===== src/rtl/mem_uart_if_pkg.sv =====
// -----------------------------------------------------------------------------
// text_pkg
//   Constants and types shared by the character-screen datapaths (the UART
//   write path and the mem_uart_if read-back path).
//   Contents:
//     COLS, ROWS        screen geometry (characters per row, rows per screen)
//     CR, LF, ESC, SPACE character codes used on the UART stream
//     state_t           read-back FSM states
//     byte_kind_t       what the byte currently in flight on TX represents
//     blank_to_space()  maps a cleared cell (0x00) to a printable space
// -----------------------------------------------------------------------------
package text_pkg;

   localparam int COLS = 80;
   localparam int ROWS = 40;

   localparam logic [7:0] CR    = 8'd13;
   localparam logic [7:0] LF    = 8'd10;
   localparam logic [7:0] ESC   = 8'd27;
   localparam logic [7:0] SPACE = 8'd32;

   typedef enum logic [2:0] {
      IDLE,
      READ,
      SEND,
      WAIT_ACK,
      WAIT_DONE,
      EOL_CR,
      EOL_LF,
      FINISH
   } state_t;

   typedef enum logic [1:0] {
      KIND_CHAR,
      KIND_CR,
      KIND_LF
   } byte_kind_t;

   // A never-written cell reads as 0x00; show it on the terminal as a blank.
   function automatic logic [7:0] blank_to_space(input logic [7:0] c);
      return (c == 8'h00) ? SPACE : c;
   endfunction

endpackage


===== src/rtl/mem_uart_if_if.sv =====
// -----------------------------------------------------------------------------
// mem_uart_bus
//   Bundles the dump request/status, the character-RAM read port and the UART
//   TX byte handshake used by mem_uart_if.
//   Signals:
//     start      dump request (sampled by the reader only when idle)
//     rdaddress  RAM read address            (reader -> RAM)
//     q          RAM read data, RD_LAT later (RAM -> reader)
//     tx_data    byte to transmit            (reader -> TX)
//     tx_start   one-cycle transmit strobe   (reader -> TX)
//     tx_busy    transmitter busy            (TX -> reader)
//     busy       dump in progress            (reader -> system)
//     done       one-cycle completion pulse  (reader -> system)
//   Modports:
//     master  the read-back engine (mem_uart_if)
//     slave   the surroundings: requester, RAM and transmitter
// -----------------------------------------------------------------------------
interface mem_uart_bus #(
   parameter int ADDR_W = 12
);

   logic              start;
   logic [ADDR_W-1:0] rdaddress;
   logic [7:0]        q;
   logic [7:0]        tx_data;
   logic              tx_start;
   logic              tx_busy;
   logic              busy;
   logic              done;

   modport master (
      input  start, q, tx_busy,
      output rdaddress, tx_data, tx_start, busy, done
   );

   modport slave (
      output start, q, tx_busy,
      input  rdaddress, tx_data, tx_start, busy, done
   );

endinterface


===== src/rtl/mem_uart_if.sv =====
// -----------------------------------------------------------------------------
// mem_uart_if
//   Reads the COLS x ROWS character buffer in row-major order and streams it
//   to the UART transmitter, appending CR (and LF when EMIT_LF=1) after every
//   row, so a host terminal receives a copy of the screen.
//   Ports:
//     clock100  system clock (single domain)
//     reset     synchronous, active-high
//     bus       mem_uart_bus.master: start, rdaddress, q, tx_data, tx_start,
//               tx_busy, busy, done
//   Parameters:
//     COLS, ROWS  screen geometry
//     ADDR_W      RAM address width (COLS*ROWS-1 must fit)
//     RD_LAT      RAM read latency in cycles
//     EMIT_LF     1: end of line is CR LF, 0: CR only
// -----------------------------------------------------------------------------
module mem_uart_if #(
   parameter int COLS    = text_pkg::COLS,
   parameter int ROWS    = text_pkg::ROWS,
   parameter int ADDR_W  = 12,
   parameter int RD_LAT  = 2,
   parameter bit EMIT_LF = 1'b1
) (
   input  logic          clock100,
   input  logic          reset,
   mem_uart_bus.master   bus
);

   import text_pkg::*;

   localparam int COL_W = (COLS   > 1) ? $clog2(COLS)     : 1;
   localparam int ROW_W = (ROWS   > 1) ? $clog2(ROWS)     : 1;
   localparam int CNT_W = (RD_LAT > 0) ? $clog2(RD_LAT+1) : 1;

   localparam logic [COL_W-1:0] LAST_COL = COL_W'(COLS - 1);
   localparam logic [ROW_W-1:0] LAST_ROW = ROW_W'(ROWS - 1);
   localparam logic [CNT_W-1:0] LAT_CNT  = CNT_W'(RD_LAT);

   // Registered state
   state_t            state,     state_n;
   byte_kind_t        kind,      kind_n;
   logic [ROW_W-1:0]  row,       row_n;
   logic [COL_W-1:0]  col,       col_n;
   logic [ADDR_W-1:0] addr,      addr_n;
   logic [CNT_W-1:0]  lat_cnt,   lat_cnt_n;
   logic [7:0]        tx_data_r, tx_data_n;
   logic              busy_r,    busy_n;
   logic              done_r,    done_n;

   // Combinational helpers
   logic              tx_start_c;
   logic              end_of_row;

   // ---------------------------------------------------------------------------
   // State and datapath registers
   // ---------------------------------------------------------------------------
   // NOTE: sequential state uses non-blocking assignments so every register
   // samples the pre-edge value of every other register.
   always_ff @(posedge clock100) begin
      if (reset) begin
         state     <= IDLE;
         kind      <= KIND_CHAR;
         row       <= '0;
         col       <= '0;
         addr      <= '0;
         lat_cnt   <= '0;
         tx_data_r <= '0;
         busy_r    <= 1'b0;
         done_r    <= 1'b0;
      end else begin
         state     <= state_n;
         kind      <= kind_n;
         row       <= row_n;
         col       <= col_n;
         addr      <= addr_n;
         lat_cnt   <= lat_cnt_n;
         tx_data_r <= tx_data_n;
         busy_r    <= busy_n;
         done_r    <= done_n;
      end
   end

   // ---------------------------------------------------------------------------
   // Next-state and output logic
   // ---------------------------------------------------------------------------
   // NOTE: every signal written here gets a default first, so no path through
   // the case statement leaves one unassigned and no latch is inferred.
   always_comb begin
      state_n    = state;
      kind_n     = kind;
      row_n      = row;
      col_n      = col;
      addr_n     = addr;
      lat_cnt_n  = lat_cnt;
      tx_data_n  = tx_data_r;
      busy_n     = busy_r;
      done_n     = 1'b0;
      tx_start_c = 1'b0;
      end_of_row = 1'b0;

      case (state)
         IDLE: begin
            if (bus.start) begin
               row_n     = '0;
               col_n     = '0;
               addr_n    = '0;
               lat_cnt_n = '0;
               busy_n    = 1'b1;
               state_n   = READ;
            end
         end

         // rdaddress follows addr, which is frozen here; the counter lets the
         // RAM pipeline fill before q is taken.
         READ: begin
            if (lat_cnt == LAT_CNT) begin
               tx_data_n = blank_to_space(bus.q);
               kind_n    = KIND_CHAR;
               lat_cnt_n = '0;
               state_n   = SEND;
            end else begin
               lat_cnt_n = lat_cnt + 1'b1;
            end
         end

         // The strobe is gated by tx_busy so it can never fire into a busy
         // transmitter; leaving SEND at once keeps it a single-cycle pulse.
         SEND: begin
            if (!bus.tx_busy) begin
               tx_start_c = 1'b1;
               state_n    = WAIT_ACK;
            end
         end

         WAIT_ACK: begin
            if (bus.tx_busy) begin
               state_n = WAIT_DONE;
            end
         end

         WAIT_DONE: begin
            if (!bus.tx_busy) begin
               case (kind)
                  KIND_CHAR: begin
                     if (col != LAST_COL) begin
                        col_n   = col + 1'b1;
                        addr_n  = addr + 1'b1;
                        state_n = READ;
                     end else begin
                        state_n = EOL_CR;
                     end
                  end
                  KIND_CR: begin
                     if (EMIT_LF) begin
                        state_n = EOL_LF;
                     end else begin
                        end_of_row = 1'b1;
                     end
                  end
                  default: begin
                     end_of_row = 1'b1;
                  end
               endcase

               // addr advances across the row boundary exactly like within a
               // row, so it stays equal to COLS*row+col without a multiplier.
               if (end_of_row) begin
                  if (row != LAST_ROW) begin
                     row_n   = row + 1'b1;
                     col_n   = '0;
                     addr_n  = addr + 1'b1;
                     state_n = READ;
                  end else begin
                     busy_n  = 1'b0;
                     done_n  = 1'b1;
                     state_n = FINISH;
                  end
               end
            end
         end

         EOL_CR: begin
            tx_data_n = CR;
            kind_n    = KIND_CR;
            state_n   = SEND;
         end

         EOL_LF: begin
            tx_data_n = LF;
            kind_n    = KIND_LF;
            state_n   = SEND;
         end

         // done_r is high for exactly this cycle; busy_r already dropped.
         FINISH: begin
            state_n = IDLE;
         end

         default: begin
            state_n = IDLE;
         end
      endcase
   end

   // ---------------------------------------------------------------------------
   // Outputs
   // ---------------------------------------------------------------------------
   assign bus.rdaddress = addr;
   assign bus.tx_data   = tx_data_r;
   assign bus.tx_start  = tx_start_c;
   assign bus.busy      = busy_r;
   assign bus.done      = done_r;

endmodule

===== src/flat_wrapper.sv =====
// flat-port wrapper written by rule: the top's interface ports become plain ports
module mem_uart_if_flat import text_pkg::*;
#(
   parameter int COLS    = text_pkg::COLS,
   parameter int ROWS    = text_pkg::ROWS,
   parameter int ADDR_W  = 12,
   parameter int RD_LAT  = 2,
   parameter bit EMIT_LF = 1'b1
)
  (clock100, reset, bus_start, bus_q, bus_tx_busy, bus_rdaddress, bus_tx_data, bus_tx_start, bus_busy, bus_done);
  mem_uart_bus #(.ADDR_W(ADDR_W)) bus_i ();
  input  logic clock100;
  input  logic reset;
  input wire logic [$bits(bus_i.start)-1:0] bus_start;
  input wire logic [$bits(bus_i.q)-1:0] bus_q;
  input wire logic [$bits(bus_i.tx_busy)-1:0] bus_tx_busy;
  output wire logic [$bits(bus_i.rdaddress)-1:0] bus_rdaddress;
  output wire logic [$bits(bus_i.tx_data)-1:0] bus_tx_data;
  output wire logic [$bits(bus_i.tx_start)-1:0] bus_tx_start;
  output wire logic [$bits(bus_i.busy)-1:0] bus_busy;
  output wire logic [$bits(bus_i.done)-1:0] bus_done;
  assign bus_i.start = bus_start;
  assign bus_i.q = bus_q;
  assign bus_i.tx_busy = bus_tx_busy;
  assign bus_rdaddress = bus_i.rdaddress;
  assign bus_tx_data = bus_i.tx_data;
  assign bus_tx_start = bus_i.tx_start;
  assign bus_busy = bus_i.busy;
  assign bus_done = bus_i.done;
  mem_uart_if #(.COLS(COLS), .ROWS(ROWS), .ADDR_W(ADDR_W), .RD_LAT(RD_LAT), .EMIT_LF(EMIT_LF)) u_core (.clock100(clock100), .reset(reset), .bus(bus_i));
endmodule

===== config.mk =====
export PLATFORM = sky130hd
export DESIGN_NAME = mem_uart_if_flat
export DESIGN_NICKNAME = d
export VERILOG_FILES = /design/src/rtl/mem_uart_if_pkg.sv /design/src/rtl/mem_uart_if_if.sv /design/src/rtl/mem_uart_if.sv /design/src/flat_wrapper.sv
export SDC_FILE = /design/constraint.sdc
export NUM_CORES = 1
export LEC_CHECK = 0
export BUFFER_PORTS_ARGS = -buffer_cell sky130_fd_sc_hd__buf_2
export CORE_AREA = 2 2 70 58
export CTS_CLUSTER_DIAMETER = 30
export DETAILED_ROUTE_END_ITERATION = 16
export DIE_AREA = 0 0 72 60
export PLACE_DENSITY_LB_ADDON = 0.3
export SETUP_SLACK_MARGIN = 0.4
export SLEW_MARGIN = 20
export SYNTH_ARGS = -nofsm -noshare
export SYNTH_HDL_FRONTEND = slang
export SYNTH_SLANG_ARGS = --single-unit

===== constraint.sdc =====
create_clock -name clock100 -period 4.82 [get_ports clock100]
set_input_delay 0.241 -clock clock100 [delete_from_list [all_inputs] [get_ports clock100]]
set_output_delay 0.241 -clock clock100 [all_outputs]
set_load 0.01 [all_outputs]

==> results.yml, run 1 <==
outcome:
  status: "finished clean"
sta:
  worst_pin_slew_ns: 1.067
  skew_ns: 0.005078
  period_share: 0.5097
  finalMaxSlewViolations: 0
  setup_tns_ns: 0
  setup_viol: 0
  fmax_mhz: 407.1
  relSlewSlack: 0.2858
  rsz0062_at_grt: "false"
  hold_viol: 0
  layout_min_cycle_time_ns: 2.457
cells_and_area:
  mostFrequentLayoutCells: "dfxtp_1 (42), buf_2 (34), nand2_1 (29), nor2_1 (28), a21oi_1 (24)"
  n_antenna_cell: 0
  post-route-util: 0.6289
  nets: 297
  layout_commonest_cell: "dfxtp_1"
  syn_to_final_growth_pct: 12.40
  final_cell_area_um2: 2313
  drive_above_1_share: 0.1738
pwr:
  p_int_uw: 470.0
  total_leakage_power_uw: 0.0008315
  seqPwrFrac: 0.577
  power_density_nw_per_um2: 270.9
  irDropWorstVdd_mv: 0.1745
  p_comb_frac: 0.091
  pwr-share-clk: 0.332
  netSwitchingFraction: 0.2501
  switchingPower_uw: 156.8
cts:
  cts_tree: "built"
  cts_inserted_buffers: 5
  clkSinkCount: 42
  clk_latency_ns: 0.29
  ctsResizeCount: 0
  cts.clk_slew.worst_paths_ns: 0.08
  clockBufferDepth: 2
  hold_buffers: 0
  root_buffer: "clkbuf_8"
  cts_htree_levels: 2
  cts_setup_buffers: 0
setup_path:
  worstSetupStartpointType: "flip-flop"
  rr_worst_depth: 5
  worst-setup-path-type: "reg -> reg"
  critPathMaxFanout: 16
  r2r-end: "u_core.bus.rdaddress[7]"
  crit_arrival_ns: 2.67
  worstReg2RegStart: "u_core.state[0]"
  required_ns: 5.03
  cp-end-kind: "flip-flop"
  r2r_setup_slack_ns: 2.36
hold_path:
  min_to: "u_core.bus.tx_data[7]"
  worstHoldPathCells: 3
  hp-class: "in -> reg"
  hp-start: "bus_q[7]"
drt:
  route.met2.wl_um: 1836
  antenna_left: 0
  dr.pass1.iters: 4
  viasPerCell: 5.853
  drt-initial-drc-count: 122
  routed_wl_um: 4447
  wl_met3_um: 221
  wl_per_cell_um: 13.64
  vias: 1908
  highest-signal-layer: "met4"
  route.detailed.drc: 0
  wl_met1_um: 2351
synthesis:
  avgSynthCellArea_um2: 8.103
  syn_inst: 254
  yosysSeqAreaShare: 0.4085
  synth-edff-count: 0
  synth_area_leaders: "dfxtp_1 (41%), a21oi_1 (5.8%), nand2_1 (5.3%)"
  synth-warning-count: 0
  synth_cell_types: 45
  ys.flop_type: "dfxtp_1"
  synth_top_area_share: 0.4085
  async_flop_share: 0
  synth.largest_area_cell: "dfxtp_1"
  ys_seq_elements: 42
  syn_nets: 269
  syn_area_um2: 2058
floorplan:
  die_area_um2: 4320
  die_w_um: 72
  die_h_um: 60
  num_io_pins: 35
  rows: 20
  start_util: 0.5595
  coreArea_um2: 3679
global_route:
  grt_pass1_wl_um: 7500
  antenna_found_initial: 0
  grt_pass1_vias: 1591
  grt_usage: 0.2227
  grt_max_degree: 29
  grt-ovfl-total: 0
placed_design:
  place_area_um2: 2235
  port-buffer-count: 34
  gp_congestion: 0.8278
  hpwl_um: 3185
run:
  max_cap_violations: 0
-- worst max-delay path by stage --
stage / from / endpoint / cells after the start
detailed placement: u_core.state[0] / u_core.bus.rdaddress[11] / 5
floorplan: u_core.col[0] / u_core.bus.rdaddress[8] / 6
CTS: u_core.state[0] / u_core.bus.rdaddress[11] / 5
global placement: u_core.state[0] / u_core.bus.rdaddress[8] / 5
finish: u_core.state[0] / u_core.bus.rdaddress[7] / 5
global route: u_core.state[0] / u_core.bus.rdaddress[11] / 5
-- state kept, by name (all words and copies together), names as in the netlist --
name / flops
u_core.bus.busy: 1
u_core.bus.done: 1
u_core.bus.rdaddress: 12
u_core.bus.tx_data: 8
u_core.col: 7
u_core.kind: 2
u_core.lat_cnt: 2
u_core.row: 6
u_core.state: 3
-- critical path, cell delays in order (launching register included) --
cell and delay (ns):
dfxtp_1 0.45, nor2_1 0.30, o211ai_1 0.47, a21o_1 0.46, or4_1 0.54, a21oi_1 0.14
-- per-stage QoR --
step / instances / total power, µW / hold WS (ns) / worst slack (ns)
floorplan: 254 / 409.6 / 0.3929 / 2.819
global placement: 319 / 425.5 / 0.4374 / 2.534
detailed placement: 319 / 426.5 / 0.4445 / 2.420
CTS: 326 / 635.7 / 0.2159 / 2.379
global route: 326 / 661.2 / 0.2279 / 2.144
finish: 326 / 626.8 / 0.2264 / 2.363
-- cells by family (layout without fill, tap and decap cells) --
kind of cell,after synthesis,count (layout),synth area share
multiplexers,2,2,0.01033
AND/OR/NAND/NOR,113,113,0.2821
flip-flops,42,42,0.4085
adder cells (fa/ha/maj),3,3,0.01824
XOR/XNOR,10,10,0.04256
buffers and inverters,18,46,0.03465
AO/OA/AOI/OAI,66,66,0.2036
-- synthesized netlist by cell type, types with 2 or more instances --
master and number:
a211oi_1 11, or3_1 5, nor3_1 5, o211ai_1 3, or2_2 2, nand4b_1 4, buf_2 3, clkbuf_1 10
nand3b_1 3, nand3_1 14, nor4_1 2, a21o_1 2, ha_1 3, o21ai_0 9, or4_1 4, and2_1 2
or3b_2 2, dfxtp_1 42, nand4_1 4, and3_1 2, a311oi_1 4, nor2_1 28, o31ai_1 3, a21oi_1 24
xnor2_1 9, nand2_1 29, inv_1 4, a31oi_1 4
-- cell type report --
cell class | instances | area (µm²)
clock buffers | 5 | 68.82
clock inverters | 2 | 10.01
fillers | 341 | 1365
inverters | 4 | 15.01
multi-input cells | 194 | 1146
flip-flops and latches | 42 | 840.8
well taps | 44 | 55.05
repair buffers | 35 | 177.7
-- layer usage --
layer,vias up,track usage
li1,985,-
met3,4,0.04890
met5,-,0
met1,877,0.3409
met4,0,0.09164
met2,42,0.2963
-- power groups by stage --
stage,clock network [µW],registers (µW),logic (µW)
floorplan,0,368,42.1
global placement,0,369,56.2
detailed placement,0,370,56.9
CTS,217,361,57.3
global route,235,363,63.8
finish,208,362,57.2
No activity file was read; power rests on OpenSTA's default activity.
==> run 2: changes to the inputs <==
--- a/config.mk
+++ b/config.mk
@@ -6,10 +6,10 @@
 export NUM_CORES = 1
 export LEC_CHECK = 0
 export BUFFER_PORTS_ARGS = -buffer_cell sky130_fd_sc_hd__buf_2
-export CORE_AREA = 2 2 70 58
+export CORE_AREA = 2 2 75 63
 export CTS_CLUSTER_DIAMETER = 30
 export DETAILED_ROUTE_END_ITERATION = 16
-export DIE_AREA = 0 0 72 60
+export DIE_AREA = 0 0 77 65
 export PLACE_DENSITY_LB_ADDON = 0.3
 export SETUP_SLACK_MARGIN = 0.4
 export SLEW_MARGIN = 20
==> constraint.sdc (replaced) <==
create_clock -name clock100 -period 2.25 [get_ports clock100]
set_input_delay 0.1125 -clock clock100 [delete_from_list [all_inputs] [get_ports clock100]]
set_output_delay 0.1125 -clock clock100 [all_outputs]
set_load 0.01 [all_outputs]
==> run 2 against run 1 <==
  * Utilization is 3.5 points lower
  * Clock skew is 0.0011 ns lower
  * Count of clock-buffer cells in the layout grew 1
  * Critical endpoint is now u_core.bus.rdaddress[8]
  * Worst hold slack lost 0.14 ns
  * Flip-flop and latch count stayed put
  * Setup slack got worse by 2.1 ns
  * Largest power group unchanged
  * Global-route usage fell by 2.1 points
  * First-iteration DRC count up 9.0%
  * Maximum frequency up 25%
  * Power up 130%
  * Combinational power rose to 2.9 times the previous value
  * Die area grew 16%
==> results.yml, run 2 (synthesis results as in run 1) <==
drt:
  route.met2.wl_um: 2282
  drt-initial-drc-count: 133
  route.detailed.drc: 0
  vias: 2011
  wl_met3_um: 234
  wl_met1_um: 2447
  antenna_left: 0
  viasPerCell: 5.617
  dr.pass1.iters: 4
  routed_wl_um: 4993
  wl_per_cell_um: 13.95
  highest-signal-layer: "met4"
cells_and_area:
  finalNonFillerCells: 358
  nets: 314
  seq_area_um2: 853.3
  largest_reg_flops: 12
  fillers: 433
  final_cell_area_um2: 2584
  multiInputGateArea_um2: 1249
  n_antenna_cell: 0
  layout_commonest_cell: "dfxtp_1"
  post-route-util: 0.5941
  drive_above_1_share: 0.3054
  syn_to_final_growth_pct: 25.53
  mostFrequentLayoutCells: "dfxtp_1 (36), buf_2 (34), nand2_1 (27), nor2_1 (26), a21oi_1 (20)"
setup_path:
  worst-setup-path-type: "reg -> reg"
  rr_worst_depth: 6
  worstReg2RegStart: "u_core.col[0]"
  critPathMaxFanout: 8
  crit_arrival_ns: 2.18
  worstSetupStartpointType: "flip-flop"
  required_ns: 2.47
  cp-end-kind: "flip-flop"
  r2r-end: "u_core.bus.rdaddress[8]"
  r2r_setup_slack_ns: 0.28
pwr:
  netSwitchingFraction: 0.2510
  pwr-share-clk: 0.339
  switchingPower_uw: 355.0
  irDropWorstVdd_mv: 0.2578
  power_density_nw_per_um2: 547.3
  total_leakage_power_uw: 0.0009352
  seqPwrFrac: 0.545
  p_comb_frac: 0.116
  p_int_uw: 1059
cts:
  root_buffer: "clkbuf_8"
  cts.clk_slew.worst_paths_ns: 0.07
  clk_latency_ns: 0.29
  cts_htree_levels: 2
  clockBufferDepth: 2
  clkSinkCount: 42
  cts_inserted_buffers: 5
  cts_tree: "built"
sta:
  fmax_mhz: 508.6
  finalMaxSlewViolations: 0
  relSlewSlack: 0.6037
  setup_viol: 0
  setup_tns_ns: 0
  period_share: 0.8738
  rsz0062_at_grt: "true"
  layout_min_cycle_time_ns: 1.966
  hold_viol: 0
  hold_slack_ns: 0.08278
  worst_pin_slew_ns: 0.5944
  skew_ns: 0.003937
outcome:
  status: "finished clean"
global_route:
  grt-ovfl-total: 0
  grt_pass1_wl_um: 8059
  antenna_found_initial: 0
  grt_usage: 0.2018
  grt_pass1_vias: 1738
  grt_max_degree: 21
floorplan:
  die_w_um: 77
  die_area_um2: 5005
  rows: 22
  die_h_um: 65
  coreArea_um2: 4349
  start_util: 0.4732
  num_io_pins: 35
hold_path:
  worstHoldPathCells: 3
  hp-start: "bus_q[6]"
  min_to: "u_core.bus.tx_data[6]"
  hp-class: "in -> reg"
placed_design:
  dp.cells: 342
  place_area_um2: 2322
  gp_congestion: 0.8192
  hpwl_um: 3414
  port-buffer-count: 34
run:
  max_cap_violations: 0
## run 2: cell types whose count changed in the layout (fill, tap and decap cells not counted), moves of 3 or more
cell     before  now
buf_4         1   17
dfxtp_1      42   36
a21oi_1      24   20
dfxtp_2       0    4
a21oi_2       0    3
o21ai_0       9    6
## run 2: power groups by stage
stage,combinational [µW],clock (µW),sequential (µW)
after floorplan,90.9,0,789
final,164,479,771
after detailed placement,137,0,791
after CTS,153,490,771
after global placement,136,0,790
after global routing,180,520,774
## run 2: worst max-delay path by stage
stage	start	end	slack, ns	cells after the start
6_report	u_core.col[0]	u_core.bus.rdaddress[8]	0.28	6
5_1_grt	u_core.col[0]	u_core.bus.rdaddress[8]	0.25	6
4_1_cts	u_core.col[0]	u_core.bus.rdaddress[8]	0.25	6
3_5_place_dp	u_core.col[1]	u_core.bus.rdaddress[8]	0.16	6
3_3_place_gp	u_core.col[0]	u_core.bus.rdaddress[7]	0.20	6
2_1_floorplan	u_core.col[0]	u_core.bus.rdaddress[8]	0.40	6
## run 2: metal layers
layer / vias up / track usage
met5: - / 0
met1: 948 / 0.2921
li1: 1013 / -
met2: 45 / 0.2961
met4: 0 / 0.05134
met3: 5 / 0.05571
## run 2: critical path, cell delays in order (launching register included)
cell	delay [ns]
dfxtp_4	0.35
ha_4	0.15
and3_4	0.17
a311o_1	0.32
a21o_4	0.26
or4_4	0.49
a21oi_2	0.14
## run 2: final cells by class
class | count | area share
timing repair buffer | 52 | 0.1196
inverter | 4 | 0.005811
sequential | 42 | 0.3303
clock buffer | 6 | 0.03196
tap | 60 | 0.02906
multi-input combinational | 194 | 0.4833
## run 2: per-stage QoR
step,worst slack (ns),power (µW)
CTS,0.2490,1415
finish,0.2839,1414
floorplan,0.4019,880.2
global route,0.2533,1474
detailed placement,0.1572,928.2
global placement,0.2023,926.1
## run 2: repair_timing
item	CTS	global route
gates resized for setup	12	24
setup buffers	8	2
setup endpoints to repair	17	29
hold buffers	0	0
pin swaps	13	11
gates cloned	0	0
==> run 3: changes to the inputs <==
--- a/config.mk
+++ b/config.mk
@@ -5,14 +5,14 @@
 export SDC_FILE = /design/constraint.sdc
 export NUM_CORES = 1
 export LEC_CHECK = 0
+export ABC_AREA = 1
 export BUFFER_PORTS_ARGS = -buffer_cell sky130_fd_sc_hd__buf_2
-export CORE_AREA = 2 2 75 63
+export CORE_AREA = 2 2 76 64
 export CTS_CLUSTER_DIAMETER = 30
 export DETAILED_ROUTE_END_ITERATION = 16
-export DIE_AREA = 0 0 77 65
+export DIE_AREA = 0 0 78 66
 export PLACE_DENSITY_LB_ADDON = 0.3
 export SETUP_SLACK_MARGIN = 0.4
-export SLEW_MARGIN = 20
 export SYNTH_ARGS = -nofsm -noshare
 export SYNTH_HDL_FRONTEND = slang
 export SYNTH_SLANG_ARGS = --single-unit
==> run 3 against run 2 <==
  * Flip-flop and latch count unchanged
  * Non-clock buffer count decreased by 17
  * Routed wire length decreased by 7.2%
  * Clock power increased by 23%
  * Register-to-register slack improved by 0.24 ns
  * Power increased by 92%
  * Die area increased by 2.9%
  * Utilization decreased by 3.2 points
  * Final cell count increased by 11%
==> results.yml, run 3 <==
sta:
  setup_tns_ns: 0
  finalMaxSlewViolations: 0
  layout_min_cycle_time_ns: 1.722
  worst_slack_ns: 0.5275
  fmax_mhz: 580.6
  setup_viol: 0
  skew_ns: 0.004503
  worst_pin_slew_ns: 0.4437
  rsz0062_at_grt: "false"
  hold_viol: 0
  relSlewSlack: 0.7039
  period_share: 0.7655
synthesis:
  syn_area_um2: 2103
  synth_top_area_share: 0.3998
  synth_cell_types: 36
  synth-warning-count: 0
  avgSynthCellArea_um2: 7.034
  synth_area_leaders: "dfxtp_1 (40%), nand2_1 (9.8%), nor2_1 (6.6%)"
  synth.largest_area_cell: "dfxtp_1"
  syn_nets: 314
  yosysMostFrequentCell: "nand2_1"
  ys.flop_type: "dfxtp_1"
  synth-edff-count: 0
  yosysSeqAreaShare: 0.3998
  async_flop_share: 0
  synth_common_cells: "nand2_1 (55), dfxtp_1 (42), nor2_1 (37)"
  syn_inst: 299
  ys_seq_elements: 42
setup_path:
  critPathMaxFanout: 9
  crit_arrival_ns: 1.95
  worstSetupStartpointType: "flip-flop"
  cp-end-kind: "flip-flop"
  r2r_setup_slack_ns: 0.53
  path_cells: "inv_1 -> nand2_2 -> nor2_4 -> a21oi_4 -> buf_12 -> nand2_2 -> nand2_2 -> inv_2 -> o21ai_0 -> a21oi_1"
  worst-setup-path-type: "reg -> reg"
  slowest_delay_ns: 0.36
  required_ns: 2.48
  worst_path_max_delay_cell: "dfxtp_1"
  worstReg2RegStart: "u_core.state[1]"
  r2r-end: "u_core.row[2]"
  crit_start: "u_core.state[1]"
  worst_path_most_repeated_cell: "nand2_2"
  rr_worst_depth: 10
global_route:
  grt_pass1_vias: 1708
  antenna_found_initial: 0
  grt_usage: 0.1868
  grt_max_degree: 17
  grt-ovfl-total: 0
  grt_pass1_wl_um: 7700
cts:
  cts_htree_levels: 2
  cts.clk_slew.worst_paths_ns: 0.08
  clk_latency_ns: 0.29
  clockBufferDepth: 2
  cts_tree: "built"
  clkSinkCount: 42
  hold_buffers: 0
  root_buffer: "clkbuf_8"
  cts_inserted_buffers: 5
hold_path:
  hp-start: "bus_q[3]"
  hp-class: "in -> reg"
  min_to: "u_core.bus.tx_data[3]"
  worstHoldPathCells: 3
cells_and_area:
  syn_to_final_growth_pct: 17.73
  seq_area_um2: 845.8
  n_antenna_cell: 0
  drive_above_1_share: 0.2130
  finalNonFillerCells: 398
  mostFrequentLayoutCells: "nand2_1 (53), dfxtp_1 (38), nor2_1 (36), inv_1 (34), buf_2 (34)"
  multiInputGateArea_um2: 1110
  post-route-util: 0.5622
  nets: 352
  layout_commonest_cell: "nand2_1"
  largest_reg_flops: 12
  fillers: 421
placed_design:
  port-buffer-count: 34
  hpwl_um: 3463
  dp.cells: 389
  gp_congestion: 0.8282
  place_ws_ns: 0.5275
pwr:
  irDropWorstVdd_mv: 0.5460
  power_density_nw_per_um2: 1097
  total_leakage_power_uw: 0.001070
  total_power_uw: 2717
floorplan:
  num_io_pins: 35
  rows: 22
  die_h_um: 66
  die_area_um2: 5148
  die_w_um: 78
  coreArea_um2: 4404
  start_util: 0.4776
drt:
  route.detailed.drc: 0
  dr.pass1.iters: 4
  drt-initial-drc-count: 81
  viasPerCell: 5.065
  routed_wl_um: 4636
  wl_per_cell_um: 11.65
  vias: 2016
  antenna_left: 0
run:
  max_cap_violations: 0
outcome:
  status: "finished clean"
[run 3: layout make-up]
class,instances,area share
tap,60,0.03032
timing repair buffer,35,0.07681
multi-input combinational,214,0.4482
inverter,39,0.05912
sequential,42,0.3416
clock buffer,5,0.02779
clock inverter,3,0.01617
[run 3: report_power, final]
group | switching, µW | internal, µW | total (µW)
clock network | 261 | 327 | 587
logic | 737 | 398 | 1140
registers | 119 | 874 | 994
total | 1120 | 1600 | 2720
[run 3: cell families (layout without fill, tap and decap cells)]
kind of cell / count (synthesis) / in the layout / share of synthesized area
AND/OR/NAND/NOR: 138 / 138 / 0.2951
AO/OA/AOI/OAI: 69 / 69 / 0.1904
buffers and inverters: 43 / 82 / 0.08031
flip-flops: 42 / 42 / 0.3998
XOR/XNOR: 4 / 4 / 0.01666
adder cells (fa/ha/maj): 3 / 3 / 0.01785
[run 3: through the flow]
step / hold WS (ns) / cell area, µm²
floorplan: 0.1899 / 2103
global placement: 0.3832 / 2326
detailed placement: 0.3936 / 2326
CTS: 0.08569 / 2435
global route: 0.1018 / 2476
finish: 0.08646 / 2476
[run 3: worst max-delay path by stage]
stage	endpoint	slack [ns]	depth (start not counted)
2_1_floorplan	u_core.bus.rdaddress[10]	0.75	11
3_3_place_gp	u_core.row[2]	0.57	8
3_5_place_dp	u_core.col[5]	0.53	11
4_1_cts	u_core.col[5]	0.49	11
5_1_grt	u_core.row[2]	0.40	10
6_report	u_core.row[2]	0.53	10
[run 3: critical path: cells and delay by family (launching register included)]
kind                   cells  cell delay (ns)
AOI/OAI and AO/OA          3             0.35
and+or+nand+nor            4             0.49
buffers and inverters      3             0.45
DFF                        1             0.36
[run 3: metal layers]
metal  GRT usage  wire length, µm  part of all wire
met5           0                0                 0
met2      0.2737             2014              0.43
met1      0.2750             2321              0.50
met4     0.05482               37            0.0080
met3     0.03962              262             0.057
[run 3: repair_timing]
item / in CTS / in global routing
setup endpoints to repair: 0 / 18
gates resized for setup: 0 / 9
buffers inserted: 0 / 1
